`src/rtl/overlay_mixer_if.sv`:
```
// overlay_mixer_if
//   Groups the pixel/sync bus between the emblem generator stage and the
//   overlay mixer.
//   master : upstream driver (sync, pixels, dither coordinates, enable),
//            receives the registered video outputs.
//   slave  : the mixer (consumes the inputs, drives the registered outputs).
//   Signals:
//     hsync_in, vsync_in, active_in : sync and visible-area flags (same cycle as pixels)
//     dith_x, dith_y                : x[0], y[0] of the current pixel
//     bg_rgb, ov_rgb                : background / overlay pixel {R1R0,G1G0,B1B0}
//     ov_enable                     : overlay requested visible (level)
//     hsync, vsync, rgb             : 1-cycle delayed syncs and composited pixel
//     fade_level                    : current blend level 0..4
interface overlay_mixer_if;
    logic       hsync_in;
    logic       vsync_in;
    logic       active_in;
    logic       dith_x;
    logic       dith_y;
    logic [5:0] bg_rgb;
    logic [5:0] ov_rgb;
    logic       ov_enable;
    logic       hsync;
    logic       vsync;
    logic [5:0] rgb;
    logic [2:0] fade_level;

    modport master (
        output hsync_in, vsync_in, active_in, dith_x, dith_y,
               bg_rgb, ov_rgb, ov_enable,
        input  hsync, vsync, rgb, fade_level
    );

    modport slave (
        input  hsync_in, vsync_in, active_in, dith_x, dith_y,
               bg_rgb, ov_rgb, ov_enable,
        output hsync, vsync, rgb, fade_level
    );
endinterface

```
`src/rtl/overlay_mixer.sv`:
```
// overlay_mixer
//   Keys out KEY_COLOR from the overlay pixel, composites the overlay over
//   the background and fades it in/out one blend level every FADE_FRAMES
//   frames. rgb/hsync/vsync are registered so they leave aligned.
//   Ports:
//     clk   : pixel clock
//     rst_n : synchronous active-low reset
//     vid   : overlay_mixer_if.slave (inputs *_in/pixels/enable, outputs
//             hsync, vsync, rgb, fade_level)
//   Configuration macro OVERLAY_MIXER_DITHER_EN:
//     defined     -> ordered 2x2 dither between overlay and background
//     not defined -> overlay shown when fade_level >= 2, dither inputs ignored
module overlay_mixer #(
    parameter logic [5:0]  KEY_COLOR   = 6'b100001,
    parameter int unsigned FADE_FRAMES = 4,
    parameter logic        VSYNC_POL   = 1'b0
) (
    input  logic           clk,
    input  logic           rst_n,
    overlay_mixer_if.slave vid
);

    typedef enum logic [1:0] {HIDDEN, FADE_IN, SHOWN, FADE_OUT} state_t;

    localparam logic [3:0] CNT_LAST = 4'(FADE_FRAMES - 1);

    state_t     state_q, state_d;
    logic [2:0] level_q, level_d;
    logic [3:0] cnt_q,   cnt_d;
    logic       vsync_q, hsync_q;
    logic [5:0] rgb_q,   rgb_d;
    logic       frame_tick;
    logic       show;

    // Start of vsync: input at asserted level, registered copy not yet.
    assign frame_tick = (vid.vsync_in == VSYNC_POL) && (vsync_q != VSYNC_POL);

    // State register
    always_ff @(posedge clk) begin
        if (!rst_n) begin
            state_q <= HIDDEN;
            level_q <= '0;
            cnt_q   <= '0;
            vsync_q <= ~VSYNC_POL;
            hsync_q <= 1'b1;
            rgb_q   <= '0;
        end else begin
            state_q <= state_d;
            level_q <= level_d;
            cnt_q   <= cnt_d;
            vsync_q <= vid.vsync_in;
            hsync_q <= vid.hsync_in;
            rgb_q   <= rgb_d;
        end
    end

    // Next-state logic. The tick that leaves HIDDEN/SHOWN already counts as
    // the first frame of the fade; a direction reversal mid-fade only clears
    // the frame counter and keeps the level.
    always_comb begin
        state_d = state_q;
        level_d = level_q;
        cnt_d   = cnt_q;
        if (frame_tick) begin
            if (vid.ov_enable) begin
                case (state_q)
                    SHOWN: ;
                    FADE_OUT: begin
                        state_d = FADE_IN;
                        cnt_d   = '0;
                    end
                    default: begin
                        if (cnt_q == CNT_LAST) begin
                            cnt_d   = '0;
                            level_d = level_q + 3'd1;
                            state_d = (level_q == 3'd3) ? SHOWN : FADE_IN;
                        end else begin
                            cnt_d   = cnt_q + 4'd1;
                            state_d = FADE_IN;
                        end
                    end
                endcase
            end else begin
                case (state_q)
                    HIDDEN: ;
                    FADE_IN: begin
                        state_d = FADE_OUT;
                        cnt_d   = '0;
                    end
                    default: begin
                        if (cnt_q == CNT_LAST) begin
                            cnt_d   = '0;
                            level_d = level_q - 3'd1;
                            state_d = (level_q == 3'd1) ? HIDDEN : FADE_OUT;
                        end else begin
                            cnt_d   = cnt_q + 4'd1;
                            state_d = FADE_OUT;
                        end
                    end
                endcase
            end
        end
    end

    // Output logic: pixel select
`ifdef OVERLAY_MIXER_DITHER_EN
    logic [1:0] bayer;
    assign bayer = {vid.dith_x ^ vid.dith_y, vid.dith_y};
    assign show  = ({1'b0, bayer} < level_q);
`else
    logic unused_dith;
    assign unused_dith = vid.dith_x ^ vid.dith_y;
    assign show        = (level_q >= 3'd2);
`endif

    always_comb begin
        rgb_d = vid.bg_rgb;
        if (!vid.active_in)
            rgb_d = '0;
        else if (vid.ov_rgb != KEY_COLOR && show)
            rgb_d = vid.ov_rgb;
    end

    assign vid.hsync      = hsync_q;
    assign vid.vsync      = vsync_q;
    assign vid.rgb        = rgb_q;
    assign vid.fade_level = level_q;

endmodule

```
`src/flat_wrapper.sv`:
```
// flat-port wrapper written by rule: the top's interface ports become plain ports
module overlay_mixer_flat 
#(
    parameter logic [5:0]  KEY_COLOR   = 6'b100001,
    parameter int unsigned FADE_FRAMES = 4,
    parameter logic        VSYNC_POL   = 1'b0
)
  (clk, rst_n, vid_hsync_in, vid_vsync_in, vid_active_in, vid_dith_x, vid_dith_y, vid_bg_rgb, vid_ov_rgb, vid_ov_enable, vid_hsync, vid_vsync, vid_rgb, vid_fade_level);
  overlay_mixer_if vid_i ();
  input  logic clk;
  input  logic rst_n;
  input wire logic [$bits(vid_i.hsync_in)-1:0] vid_hsync_in;
  input wire logic [$bits(vid_i.vsync_in)-1:0] vid_vsync_in;
  input wire logic [$bits(vid_i.active_in)-1:0] vid_active_in;
  input wire logic [$bits(vid_i.dith_x)-1:0] vid_dith_x;
  input wire logic [$bits(vid_i.dith_y)-1:0] vid_dith_y;
  input wire logic [$bits(vid_i.bg_rgb)-1:0] vid_bg_rgb;
  input wire logic [$bits(vid_i.ov_rgb)-1:0] vid_ov_rgb;
  input wire logic [$bits(vid_i.ov_enable)-1:0] vid_ov_enable;
  output wire logic [$bits(vid_i.hsync)-1:0] vid_hsync;
  output wire logic [$bits(vid_i.vsync)-1:0] vid_vsync;
  output wire logic [$bits(vid_i.rgb)-1:0] vid_rgb;
  output wire logic [$bits(vid_i.fade_level)-1:0] vid_fade_level;
  assign vid_i.hsync_in = vid_hsync_in;
  assign vid_i.vsync_in = vid_vsync_in;
  assign vid_i.active_in = vid_active_in;
  assign vid_i.dith_x = vid_dith_x;
  assign vid_i.dith_y = vid_dith_y;
  assign vid_i.bg_rgb = vid_bg_rgb;
  assign vid_i.ov_rgb = vid_ov_rgb;
  assign vid_i.ov_enable = vid_ov_enable;
  assign vid_hsync = vid_i.hsync;
  assign vid_vsync = vid_i.vsync;
  assign vid_rgb = vid_i.rgb;
  assign vid_fade_level = vid_i.fade_level;
  overlay_mixer #(.KEY_COLOR(KEY_COLOR), .FADE_FRAMES(FADE_FRAMES), .VSYNC_POL(VSYNC_POL)) u_core (.clk(clk), .rst_n(rst_n), .vid(vid_i));
endmodule
```
`config.mk`:
```
export PLATFORM = sky130hd
export DESIGN_NAME = overlay_mixer_flat
export DESIGN_NICKNAME = d
export VERILOG_FILES = /design/src/rtl/overlay_mixer_if.sv /design/src/rtl/overlay_mixer.sv /design/src/flat_wrapper.sv
export SDC_FILE = /design/constraint.sdc
export NUM_CORES = 1
export LEC_CHECK = 0
export ABC_AREA = 1
export CORE_MARGIN = 4
export CORE_UTILIZATION = 47
export DETAILED_ROUTE_END_ITERATION = 8
export HOLD_SLACK_MARGIN = 0.02
export PLACE_DENSITY = 0.82
export SYNTH_ARGS = -nofsm -noshare
export SYNTH_HDL_FRONTEND = slang
export SYNTH_SLANG_ARGS = --single-unit
```
`constraint.sdc`:
```
create_clock -name clk -period 1.9 [get_ports clk]
set_clock_uncertainty 0.1 [all_clocks]
set_input_delay 0.38 -clock clk [delete_from_list [all_inputs] [get_ports clk]]
set_output_delay 0.38 -clock clk [all_outputs]
set_load 0.01 [all_outputs]
```
# Word-level counts from Yosys, hierarchy flattened
# Index checks and enable logic that the tools add are counted.
# word_totals
output_inout_bits	11
mem_bits_rw	0
mem_bits_ro	0
latch_bits	0
reg_bits	17
n_memories	0
input_bits	20
word_cells	47
# classes
div_mod_pow	0
magnitude_cmp	1
reduce_logical	8
n_eq_ne	11
n_shift	0
muxes	17
bitwise_logic	1
mul	0
addsub	3
# op_table
cell	count
4-bit one-hot mux with 2 select lines	2
3-bit 2-to-1 mux	5
2-bit 2-to-1 mux	5
4-bit 2-to-1 mux	2
2-bit one-hot mux with 2 select lines	2
6-bit 2-to-1 mux	1
2-bit inequality test, second input constant	3
6-bit inequality test, second input constant	1
4-bit by 1-bit adder with 4-bit output, second input constant	1
2-bit == test, second input constant	2
4-bit by 2-bit == test with 1-bit output, second input constant	1
4-bit AND reduction	1
2-bit OR reduction	2
3-bit by 1-bit adder with 3-bit output, second input constant	1
3-bit by 1-bit == test with 1-bit output, second input constant	1
3-bit by 2-bit == test with 1-bit output, second input constant	1
3-bit by 2-bit >= comparator with 1-bit output, second input constant	1
3-bit AND reduction	1
3-bit by 1-bit subtractor with 3-bit output, second input constant	1
2-bit by 1-bit == test with 1-bit output, second input constant	1
1-bit logical AND	2
2-bit logical NOT	1
2-bit by 1-bit inequality test with 1-bit output, second input constant	1
2-bit AND reduction	1
1-bit NOT	1

# Logic depth before layout (Yosys ltp)
# Gate-level depths: netlist of the first run.
# depth
ltp_word	5
ltp_mapped	9
ltp_nobuf	9

# Worst setup path after synthesis of the first run
# Ideal clock, no wire load.
# synth_path
path_kind	reg2reg
start	register u_core.level_q[0], in the netlist u_core.vid.fade_level[0]
end	register u_core.rgb_q[0], in the netlist u_core.vid.rgb[0]
t_arrival_ps	1167
t_required_ps	1684
stages_incl_launch_ff	9
n_path_buf	0
setup_time_ps	116
path_slack_ps	517
synth_period_minus_slack_ps	1383
path_cell_list	dfxtp_1 inv_1 ha_1 nor2_1 nand2_1 nand2_1 inv_2 nor2_1 nor2_1
# synth_between
elab_chain_len	3
# synth_rtl
item	line	text
start, declared	overlay_mixer.sv:28	logic [2:0] level_q, level_d;
start signal, assigned	overlay_mixer.sv:49	level_q <= level_d;
3-bit by 2-bit >= comparator with 1-bit output	overlay_mixer.sv:113	assign show = (level_q >= 3'd2);
1-bit logical AND	overlay_mixer.sv:120	else if (vid.ov_rgb != KEY_COLOR && show)
6-bit 2-to-1 mux	overlay_mixer.sv:120	
end signal, assigned	overlay_mixer.sv:53	rgb_q <= rgb_d;
end, declared	overlay_mixer.sv:31	logic [5:0] rgb_q, rgb_d;
# Every way passes these cells.
# A chain may end at the register's enable or synchronous reset.

# Final worst setup path of the first run
# layout_path
start	register u_core.level_q[1], in the netlist u_core.vid.fade_level[1]
end	output vid_fade_level[1]
# layout_lines
item	line	text
end, declared	flat_wrapper.sv:23	output wire logic [$bits(vid_i.fade_level)-1:0] vid_fade_level;
# No word-level cell between the ends.

==> metrics.cfg, run 1 <==
[hold_path]
hold_class=reg2reg

[global_route]
grt_overflow=0
grt.met3_usage_pct=4.871
grtUsageTotal_pct=17.80
grt_first_pass_wirelength_mm=3.553
grt_antenna_before_repair=0
grt_pass1_vias=833
grt_util_met1_pct=21.59
grt_busiest_layer=met2
grt_max_degree=11
grtUsageMet2_pct=30.13

[clock_network]
hold_buffers=0
insertion_delay_ns=0.29
cts_tree=yes
cts-root-buf=clkbuf_4
cts_max_level=1
numCtsBuffers=3
clock-sinks=17
clk_pin_slew_ns=0.10
post_cts_resized=0
clock_path_buffers=2
postCtsSetupBuffers=0

[yosys]
syn_inst=127
synthesis.area_um2=903.4
yosys_warnings=0
synth-seq-cells=17
synth_fp_nets=153
synth.distinct_cells=19
avgSynthCellArea_um2=7.113
yosysSeqAreaShare_pct=37.67

[final_layout]
final_common_cell=nand2_1
final.fill_count=165
fin_area_mm2=0.001242
final_cell_mix=nand2_1 (36), clkdlybuf4s50_1 (28), nor2_1 (17), dfxtp_1 (17), inv_1 (13)
drive_gt1_share_pct=10.06
nets=186
antenna_cells=0
syn2layout_area_growth_pct=37.53

[placement]
preCtsSetupSlack_ns=0.04529
placed_cell_area_mm2=0.001215
gp_congestion=0.8351
io_buffers=28
hpwl_mm=1.726

[sta]
setup_tns_ns=0
finalHoldViolations=0
worst_pin_slew_ns=0.2716
drv_slew=0
setup_ws_ns=0.1360
finalCritPeriodShare_pct=92.84
timing.fmax_mhz=566.9
worst_slew_margin_rel_pct=81.84
rsz0062_at_grt=false
period_minus_slack_ns=1.764
setup_viol=0

[worst_setup_path]
startpoint_type=flip-flop
crit_chain=clkdlybuf4s50_1
cpMaxStageDelayCell=clkdlybuf4s50_1
critPathArrivalTime_ns=1.28
worst-path-buf-inv=1
endpoint_kind=output pin
crit_type=reg2out
cp_max_fo=6
cp.required_ns=1.42
critPathTopFamily=buffers and inverters
cp_slowest_stage_delay_ns=0.58

[floorplanning]
start_util_pct=50.67
rows=15
core_mm2=0.001783
die-area_mm2=0.002687
die_h_um=51.84
io_pins=31
die_w_um=51.84

[route]
drc=0
vias_per_cell=4.674
wl_per_cell_um=11.42
drt-initial-drc-count=12
first_pass_iters=4
wirelength_mm=2.102
vias=860
ant_nets=0

[pwr]
pwr-share-comb_pct=17.8
internal_power_uw=515.1
ir_worst_vdd_mv=0.5972
p_switching_uw=178.6
p_seq_share_pct=55.0
power.leakage_uw=0.0005357
swShare_pct=25.75
power.density_mw_per_mm2=558.3
finalPower_uw=693.7
clkPwrFrac_pct=27.2

[run]
drv_cap=0

[outcome]
outcome=finished, final reports clean

-- worst register-to-register path, delay by kind of cell, from the launching register on --
kind	cells	cell delay [ns]
AND/OR/NAND/NOR	5	0.49
flip-flops	1	0.42
buffers and inverters	2	0.20
adder cells (fa/ha/maj)	1	0.20
-- synthesized netlist by cell type --
| master | count | area (µm²) |
|---|---|---|
| nor2_4 | 1 | 11.26 |
| nand3_1 | 5 | 25.02 |
| nand3_2 | 2 | 20.02 |
| nor2_2 | 2 | 12.51 |
| inv_1 | 13 | 48.80 |
| ha_1 | 6 | 75.07 |
| nand2_1 | 36 | 135.1 |
| dfxtp_1 | 17 | 340.3 |
| nor2_1 | 17 | 63.81 |
| o21ai_0 | 4 | 20.02 |
| xnor2_1 | 3 | 26.28 |
| clkinv_1 | 1 | 3.750 |
| o21ai_1 | 1 | 5.000 |
| a21oi_1 | 11 | 55.05 |
| or2_2 | 2 | 12.51 |
| nand2_2 | 2 | 12.51 |
| nor2_8 | 1 | 20.02 |
| xor2_1 | 1 | 8.760 |
| inv_2 | 2 | 7.510 |
-- state kept, by name (all words and copies together), names as in the netlist --
register	cells
u_core.cnt_q	4
u_core.state_q	2
u_core.vid.fade_level	3
u_core.vid.hsync	1
u_core.vid.rgb	6
u_core.vid.vsync	1
-- power by group through the flow --
| stage | Sequential [µW] | Clock, µW | Combinational (µW) |
|---|---|---|---|
| global route | 383 | 217 | 137 |
| finish | 381 | 188 | 124 |
| detailed placement | 390 | 0 | 123 |
| floorplan | 391 | 0 | 53.9 |
| global placement | 388 | 0 | 121 |
| CTS | 382 | 196 | 124 |
-- logic make-up (layout without fill, tap and decap cells) --
group / Yosys count / count (layout) / synth area share, %
adder cells (fa/ha/maj): 6 / 6 / 8.310
XOR/XNOR: 4 / 4 / 3.879
AO/OA/AOI/OAI: 16 / 16 / 8.864
AND/OR/NAND/NOR: 68 / 68 / 34.62
flip-flops: 17 / 17 / 37.67
buffers and inverters: 16 / 48 / 6.648
-- area by class of cell --
class | count | area [µm²] | share of cell area [%]
clock buffer | 3 | 22.52 | 1.813
clock inverter | 1 | 5.005 | 0.4028
inverter | 16 | 60.06 | 4.834
multi-input combinational | 94 | 503.0 | 40.48
sequential | 17 | 340.3 | 27.39
tap | 25 | 31.28 | 2.518
timing repair buffer | 28 | 280.3 | 22.56
-- worst paths after layout --
check	slack (ns)	startpoint	end	cells after the start
setup reg to reg	0.39	u_core.vid.fade_level[0]$_SDFFE_PN0P_	u_core.vid.rgb[0]$_SDFF_PN0_	8
setup / recovery	0.14	u_core.vid.fade_level[1]$_SDFFE_PN0P_	vid_fade_level[1]	1
hold reg to reg	0.41	u_core.cnt_q[1]$_SDFFE_PN0P_	u_core.cnt_q[1]$_SDFFE_PN0P_	2
hold / removal	0.41	u_core.cnt_q[1]$_SDFFE_PN0P_	u_core.cnt_q[1]$_SDFFE_PN0P_	2
-- through the flow --
stage                     utilization (%)  instances  hold WS [ns]
final                               69.68        184        0.4115
after global routing                69.68        184        0.4486
after CTS                           69.68        184        0.4168
after detailed placement            68.14        180        0.3786
after global placement              68.14        180        0.3752
after floorplan                         -        127        0.3627
-- metal layers --
layer	up-vias	part of all wire (%)
met4	0	1.2
met5	-	0
li1	460	-
met2	18	54
met3	4	3.9
met1	378	40
No activity file was read; power rests on OpenSTA's default activity.
==> run 2: changes to the inputs <==
--- a/config.mk
+++ b/config.mk
@@ -8,6 +8,7 @@
 export ABC_AREA = 1
 export CORE_MARGIN = 4
 export CORE_UTILIZATION = 47
+export CTS_CLUSTER_SIZE = 12
 export DETAILED_ROUTE_END_ITERATION = 8
 export HOLD_SLACK_MARGIN = 0.02
 export PLACE_DENSITY = 0.82
==> results of run 2 <==
No change in the layout: final DEF, timing and power equal those of run 1.
